[config.mk]
export PLATFORM = sky130hd
export DESIGN_NAME = alu_iterative_exec
export DESIGN_NICKNAME = d
export VERILOG_FILES = /design/src/rtl/alu_exec_pkg.sv /design/src/rtl/alu_iterative_exec_core.sv /design/src/rtl/alu_iterative_exec.sv
export SDC_FILE = /design/constraint.sdc
export NUM_CORES = 1
export LEC_CHECK = 0
export CAP_MARGIN = 20
export CELL_PAD_IN_SITES_DETAIL_PLACEMENT = 0
export CELL_PAD_IN_SITES_GLOBAL_PLACEMENT = 1
export CORE_UTILIZATION = 45
export DETAILED_ROUTE_END_ITERATION = 8
export DONT_BUFFER_PORTS = 1
export PLACE_DENSITY = 0.91
export SLEW_MARGIN = 20
export SYNTH_ARGS = -nofsm -noshare
export SYNTH_HDL_FRONTEND = slang
export SYNTH_SLANG_ARGS = --single-unit
[constraint.sdc]
create_clock -name clk -period 4.35 [get_ports clk]
set_input_delay 0.2175 -clock clk [delete_from_list [all_inputs] [get_ports clk]]
set_output_delay 0.2175 -clock clk [all_outputs]
set_load 0.01 [all_outputs]
[src/rtl/alu_exec_pkg.sv]
// Shared definitions for the iterative execute-stage ALU: operation codes,
// FSM state type and operation-class helpers.
package alu_exec_pkg;

   localparam logic [3:0] OP_AND     = 4'b0000;
   localparam logic [3:0] OP_OR      = 4'b0001;
   localparam logic [3:0] OP_ADD     = 4'b0010;
   localparam logic [3:0] OP_SLL     = 4'b0011;
   localparam logic [3:0] OP_SRL     = 4'b0100;
   localparam logic [3:0] OP_SUB     = 4'b0101;
   localparam logic [3:0] OP_SRA     = 4'b0110;
   localparam logic [3:0] OP_SLT     = 4'b0111;
   localparam logic [3:0] OP_BEQ     = 4'b1000;
   localparam logic [3:0] OP_BNE     = 4'b1001;
   localparam logic [3:0] OP_BLT     = 4'b1010;
   localparam logic [3:0] OP_BGE     = 4'b1011;
   localparam logic [3:0] OP_XOR     = 4'b1100;
   localparam logic [3:0] OP_LUI     = 4'b1101;
   localparam logic [3:0] OP_SLTI    = 4'b1110;
   localparam logic [3:0] OP_ILLEGAL = 4'b1111;

   typedef enum logic [1:0] {
      ST_IDLE  = 2'b00,
      ST_SHIFT = 2'b01,
      ST_DONE  = 2'b10
   } state_t;

   function automatic logic is_shift(input logic [3:0] op);
      return (op == OP_SLL) || (op == OP_SRL) || (op == OP_SRA);
   endfunction

   function automatic logic is_branch(input logic [3:0] op);
      return (op == OP_BEQ) || (op == OP_BNE) || (op == OP_BLT) || (op == OP_BGE);
   endfunction

endpackage

[src/rtl/alu_iterative_exec_core.sv]
// Pure combinational evaluator for every non-shift operation and the branch
// compare; shift codes return zero here and are resolved by the top.
module alu_comb_core
   import alu_exec_pkg::*;
#(
   parameter int DATA_WIDTH = 32
) (
   input  logic [3:0]            op,
   input  logic [DATA_WIDTH-1:0] a,
   input  logic [DATA_WIDTH-1:0] b,
   output logic [DATA_WIDTH-1:0] result,
   output logic                  cond,
   output logic                  illegal
);

   logic lt_s;
   logic eq_s;

   assign lt_s = ($signed(a) < $signed(b));
   assign eq_s = (a == b);

   // Operation decode and evaluation
   always_comb begin
      result  = '0;
      cond    = 1'b0;
      illegal = 1'b0;
      case (op)
         OP_AND:  result = a & b;
         OP_OR:   result = a | b;
         OP_XOR:  result = a ^ b;
         OP_ADD:  result = a + b;
         OP_SUB:  result = a - b;
         OP_SLT,
         OP_SLTI: result = {{(DATA_WIDTH-1){1'b0}}, lt_s};
         OP_LUI:  result = b;
         OP_BEQ:  cond = eq_s;
         OP_BNE:  cond = ~eq_s;
         OP_BLT:  cond = lt_s;
         OP_BGE:  cond = ~lt_s;
         OP_SLL,
         OP_SRL,
         OP_SRA:  result = '0;
         OP_ILLEGAL: illegal = 1'b1;
         default: illegal = 1'b1;
      endcase
      if (is_branch(op)) begin
         result = {{(DATA_WIDTH-1){1'b0}}, cond};
      end else begin
         result = result;
      end
   end

endmodule

[src/rtl/alu_iterative_exec.sv]
// Execute-stage ALU with valid/ready handshake and a 1-bit/cycle shifter.
// Define ALU_BARREL_SHIFT_EN to resolve shifts in a single cycle instead.
module alu_iterative_exec
   import alu_exec_pkg::*;
#(
   parameter int DATA_WIDTH = 32,
   parameter int SHAMT_W    = $clog2(DATA_WIDTH)
) (
   input  logic                  clk,
   input  logic                  reset,
   input  logic                  in_valid,
   output logic                  in_ready,
   input  logic [3:0]            Operation,
   input  logic [DATA_WIDTH-1:0] SrcA,
   input  logic [DATA_WIDTH-1:0] SrcB,
   output logic                  out_valid,
   input  logic                  out_ready,
   output logic [DATA_WIDTH-1:0] ALUResult,
   output logic                  Zero,
   output logic                  BranchTaken,
   output logic                  IllegalOp
);

   state_t                  state_r;
   logic [SHAMT_W-1:0]      count_r;
   logic [DATA_WIDTH-1:0]   acc_r;
   logic [3:0]              op_r;
   logic [DATA_WIDTH-1:0]   result_r;
   logic                    zero_r;
   logic                    taken_r;
   logic                    illegal_r;
   logic                    out_valid_r;

   logic [SHAMT_W-1:0]      shamt_s;
   logic [DATA_WIDTH-1:0]   core_result_s;
   logic                    core_cond_s;
   logic                    core_illegal_s;
   logic [DATA_WIDTH-1:0]   shift_now_s;
   logic                    start_shift_s;
   logic [DATA_WIDTH-1:0]   accept_result_s;
   logic [DATA_WIDTH-1:0]   shift_step_s;

   assign shamt_s = SrcB[SHAMT_W-1:0];

   alu_comb_core #(
      .DATA_WIDTH (DATA_WIDTH)
   ) u_core (
      .op      (Operation),
      .a       (SrcA),
      .b       (SrcB),
      .result  (core_result_s),
      .cond    (core_cond_s),
      .illegal (core_illegal_s)
   );

`ifdef ALU_BARREL_SHIFT_EN
   function automatic logic [DATA_WIDTH-1:0] barrel(input logic [3:0] op,
                                                    input logic [DATA_WIDTH-1:0] a,
                                                    input logic [SHAMT_W-1:0] sh);
      logic [DATA_WIDTH-1:0] r;
      case (op)
         OP_SLL:  r = a << sh;
         OP_SRL:  r = a >> sh;
         OP_SRA:  r = $signed(a) >>> sh;
         default: r = a;
      endcase
      return r;
   endfunction

   assign shift_now_s   = barrel(Operation, SrcA, shamt_s);
   assign start_shift_s = 1'b0;
`else
   // A zero shift amount leaves SrcA untouched and completes like any other op
   assign shift_now_s   = SrcA;
   assign start_shift_s = is_shift(Operation) && (shamt_s != '0);
`endif

   // Result captured on accept for everything that does not iterate
   always_comb begin
      accept_result_s = core_result_s;
      if (is_shift(Operation)) begin
         accept_result_s = shift_now_s;
      end else begin
         accept_result_s = core_result_s;
      end
   end

   // One-bit shift of the accumulator according to the latched operation
   always_comb begin
      shift_step_s = acc_r;
      case (op_r)
         OP_SLL:  shift_step_s = {acc_r[DATA_WIDTH-2:0], 1'b0};
         OP_SRL:  shift_step_s = {1'b0, acc_r[DATA_WIDTH-1:1]};
         OP_SRA:  shift_step_s = {acc_r[DATA_WIDTH-1], acc_r[DATA_WIDTH-1:1]};
         default: shift_step_s = acc_r;
      endcase
   end

   // Control FSM, shift iterator and output registers
   always_ff @(posedge clk) begin
      if (reset) begin
         state_r     <= ST_IDLE;
         count_r     <= '0;
         acc_r       <= '0;
         op_r        <= OP_AND;
         result_r    <= '0;
         zero_r      <= 1'b1;
         taken_r     <= 1'b0;
         illegal_r   <= 1'b0;
         out_valid_r <= 1'b0;
      end else begin
         case (state_r)
            ST_IDLE: begin
               if (in_valid) begin
                  op_r  <= Operation;
                  acc_r <= SrcA;
                  if (start_shift_s) begin
                     count_r <= shamt_s;
                     state_r <= ST_SHIFT;
                  end else begin
                     result_r    <= accept_result_s;
                     zero_r      <= (accept_result_s == '0);
                     taken_r     <= core_cond_s;
                     illegal_r   <= core_illegal_s;
                     out_valid_r <= 1'b1;
                     state_r     <= ST_DONE;
                  end
               end
            end
            ST_SHIFT: begin
               acc_r   <= shift_step_s;
               count_r <= count_r - SHAMT_W'(1);
               if (count_r == SHAMT_W'(1)) begin
                  result_r    <= shift_step_s;
                  zero_r      <= (shift_step_s == '0);
                  taken_r     <= 1'b0;
                  illegal_r   <= 1'b0;
                  out_valid_r <= 1'b1;
                  state_r     <= ST_DONE;
               end
            end
            ST_DONE: begin
               if (out_ready) begin
                  out_valid_r <= 1'b0;
                  state_r     <= ST_IDLE;
               end
            end
            default: begin
               out_valid_r <= 1'b0;
               state_r     <= ST_IDLE;
            end
         endcase
      end
   end

   assign in_ready    = (state_r == ST_IDLE);
   assign out_valid   = out_valid_r;
   assign ALUResult   = result_r;
   assign Zero        = zero_r;
   assign BranchTaken = taken_r;
   assign IllegalOp   = illegal_r;

endmodule

==> out/results.ini <==
[route]
drt.antenna.violating_nets = 0
routed_via_density = 6.86
vias = 13000
initialDrtViolationCount = 1672
first_pass_iters = 6
drcViolationCount = 0
postRouteWirelength_um = 46400
post_drt_wl_per_cell_um = 24.5

[placed_design]
hpwl_um = 35200
place_worst_setup_slack_ns = 0.521
gp_congestion = 1.03
numPortBuffers = 0
place_area_mm2 = 0.0113

[synthesis]
syn_avg_cell_area_um2 = 6.80
synthFlopType = dfxtp_1
ys_seq_area_share_pct = 14.2
async_flop_share_pct = 0
netlist_area_mm2 = 0.0111
synth_edf_count = 0
yosysWarnings = 0
synth_cells = 1633
syn_nets = 1817
ys_ff_latch = 79
synth_cell_type_count = 94

[power]
power_frac_clock_pct = 23.7
p_sw_share_pct = 45.2
powerDensity_mw_per_mm2 = 299
peakVddDrop_uv = 270
intPower_mw = 1.91
leakage_nw = 4.73
switching_power_mw = 1.58
power_frac_comb_pct = 47.8
total_power_mw = 3.48
pwr-share-seq_pct = 28.5

[floorplan]
dieArea_mm2 = 0.0253
start_util_pct = 45.8
fp.coreArea_mm2 = 0.0242
std_cell_rows = 57
ios = 109
die-width_um = 159
die_h_um = 159

[layout]
insertedDiodeCount = 0
drive_gt1_share_pct = 6.63
area_growth_pct = 4.99
finalNetCount = 1748
fin_area_mm2 = 0.0117

[timing]
finalHoldViolCount = 0
fmax_mhz = 275
tns_ns = 0
fin_crit_ns = 3.64
finClkSkew_ns = 0.00952
worst_slack_ns = 0.708
rsz0062_at_grt = no
relSlewSlack_pct = 24.8
setup_viol = 0
final.period_utilization_pct = 83.7
hold_slack_ns = 0.0201
tightest_slew_ns = 1.12
drv_slew = 0

[critical_path]
critical_path_class = in -> reg
critical_path.max_stage_delay_ns = 0.58
cp_max_fo = 5
slowest_stage = or4_1
required_ns = 4.64
endpoint_kind = register
path_buf_inv = 1
start_kind = primary input
crit_top_cell = a21oi_1
critPathArrivalTime_ns = 3.93
cpLargestDelayFamily = compound AO/OA/AOI/OAI gates
crit_chain = ha_1, inv_1, fa_1, nand2b_1, a211oi_2, o41ai_2, o31ai_2, a21oi_1, and3_1, or4_1, a21oi_1, nand4_1, nor2_1, o32a_2

[cts]
h-tree-depth = 3
cts_tree = yes
worstSkewPairLatency_ns = 0.35
cts_max_path_buffers = 2
cts.clk_slew.worst_paths_ns = 0.06
numCtsBuffers = 9
clockRootBuffer = clkbuf_16
cts_sinks = 79

[grt]
grt_pass1_vias = 11800
grt_max_degree = 79
grt_use_total_pct = 35.2
grt_pass1_wl_um = 70100
antenna_found_initial = 1
grt-ovfl-total = 0

[run]
maxCapViolCount = 0

[outcome]
outcome = finished clean

[min_path]
hold_class = in -> reg

synthesized netlist by cell type (all sizes together) (9+ instances only):
| cell type | n | share of area (%) |
|---|---|---|
| nor2 | 209 | 7.1 |
| a21oi | 174 | 7.9 |
| nand2 | 151 | 5.1 |
| inv | 112 | 3.8 |
| ha | 110 | 12 |
| dfxtp | 79 | 14 |
| nor3 | 75 | 3.4 |
| clkbuf | 69 | 2.3 |
| o21ai | 58 | 2.6 |
| buf | 49 | 2.5 |
| a22oi | 48 | 3.2 |
| nand3 | 35 | 1.6 |
| o211ai | 35 | 2.4 |
| a22o | 27 | 2.1 |
| nand4 | 26 | 1.5 |
| a211oi | 23 | 1.6 |
| nand2b | 21 | 1.3 |
| a221oi | 20 | 1.7 |
| mux2i | 20 | 1.8 |
| nor4 | 20 | 1.4 |
| a31oi | 18 | 1.1 |
| nor2b | 18 | 1.1 |
| o31ai | 18 | 1.3 |
| or3 | 14 | 0.79 |
| a21o | 12 | 0.81 |
| o21a | 12 | 0.81 |
| o22ai | 10 | 0.56 |
| and2 | 9 | 0.51 |
| and3 | 9 | 0.51 |
| o221ai | 9 | 0.71 |
| or4 | 9 | 0.64 |
logic make-up (layout without fill, tap and decap cells):
group	Yosys count	count (layout)	synth area share (%)
DFF	79	79	14.2
xor gates and xnor gates	11	11	0.868
and+or+nand+nor	633	633	27.6
muxes	23	23	2.14
adders and majority gates	112	112	12.8
buffers and inverters	230	166	8.66
AOI/OAI and AO/OA	545	545	33.7
final timing paths:
kind / cells past startpoint / endpoint / from / slack, ns
max: 14 / Zero / SrcA[0] / 0.71
max reg2reg: 11 / Zero / state_r[1] / 1.28
min: 1 / Zero / reset / 0.02
min reg2reg: 2 / count_r[1] / count_r[1] / 0.48
per-stage QoR:
step | instances | util (%)
4_1_cts | 1893 | 48.1
5_1_grt | 1893 | 48.1
6_report | 1893 | 48.1
3_3_place_gp | 1876 | 46.6
2_1_floorplan | 1633 | -
3_5_place_dp | 1876 | 46.6
cell type report:
type / instances / area, um^2
tap: 324 / 405
multi-input combinational: 1324 / 8620
timing repair buffer: 38 / 305
clock buffer: 9 / 225
fill: 2526 / 12600
inverter: 112 / 420
clock inverter: 7 / 97.6
sequential: 79 / 1580
state kept, by name, summed over array words and instances (netlist names):
register     cells
BranchTaken      1
IllegalOp        1
ALUResult       32
Zero             1
count_r          5
state_r          2
acc_r           32
op_r             4
out_valid        1
power by group through the flow:
| stage | Clock (mW) | Sequential (mW) | Combinational, mW |
|---|---|---|---|
| after floorplan | 0 | 0.966 | 1.18 |
| after global placement | 0 | 0.999 | 1.58 |
| after detailed placement | 0 | 1.00 | 1.58 |
| after CTS | 0.826 | 0.989 | 1.60 |
| after global routing | 0.855 | 1.00 | 1.79 |
| final | 0.827 | 0.992 | 1.67 |
worst register-to-register path, stage by stage (launching register included):
cell,delay (ns)
dfxtp_1,0.35
nand2b_1,0.12
buf_4,0.30
o221ai_1,0.20
a211o_1,0.30
nor2_1,0.10
or4b_1,0.49
or4_1,0.53
nor4_2,0.22
nand4_1,0.13
nor2_1,0.14
o32a_2,0.15
cells in the final DEF, fill, tap and decap left out, drive strengths merged, types with 10 or more instances in the layout:
master  Yosys  final
nand4      26     26
nand2b     21     21
mux2i      20     20
nor3       75     75
a221oi     20     20
nand3      35     35
a21oi     174    174
nor2b      18     18
a22o       27     27
a31oi      18     18
nor4       20     20
o31ai      18     18
nand2     151    151
a21o       12     12
inv       112    112
o21ai      58     58
or3        14     14
ha        110    110
buf        49     38
a22oi      48     48
o211ai     35     35
o21a       12     12
o22ai      10     10
a211oi     23     23
nor2      209    209
dfxtp      79     79
routing by layer:
metal	routed length (um)	vias up	GRT usage [%]
li1	-	5831	-
met1	19600	6202	49.1
met2	20000	847	54.2
met3	5290	101	6.38
met4	1470	0	11.7
met5	0	-	0
what timing repair did:
item / CTS / global route
setup endpoints to repair: 0 / 0
buffers inserted: 0 / 0
hold buffers: 1 / 0
resized for setup: 0 / 0
endpoints found under the hold margin: 78 / 0
(Power assumes the default switching activity.)
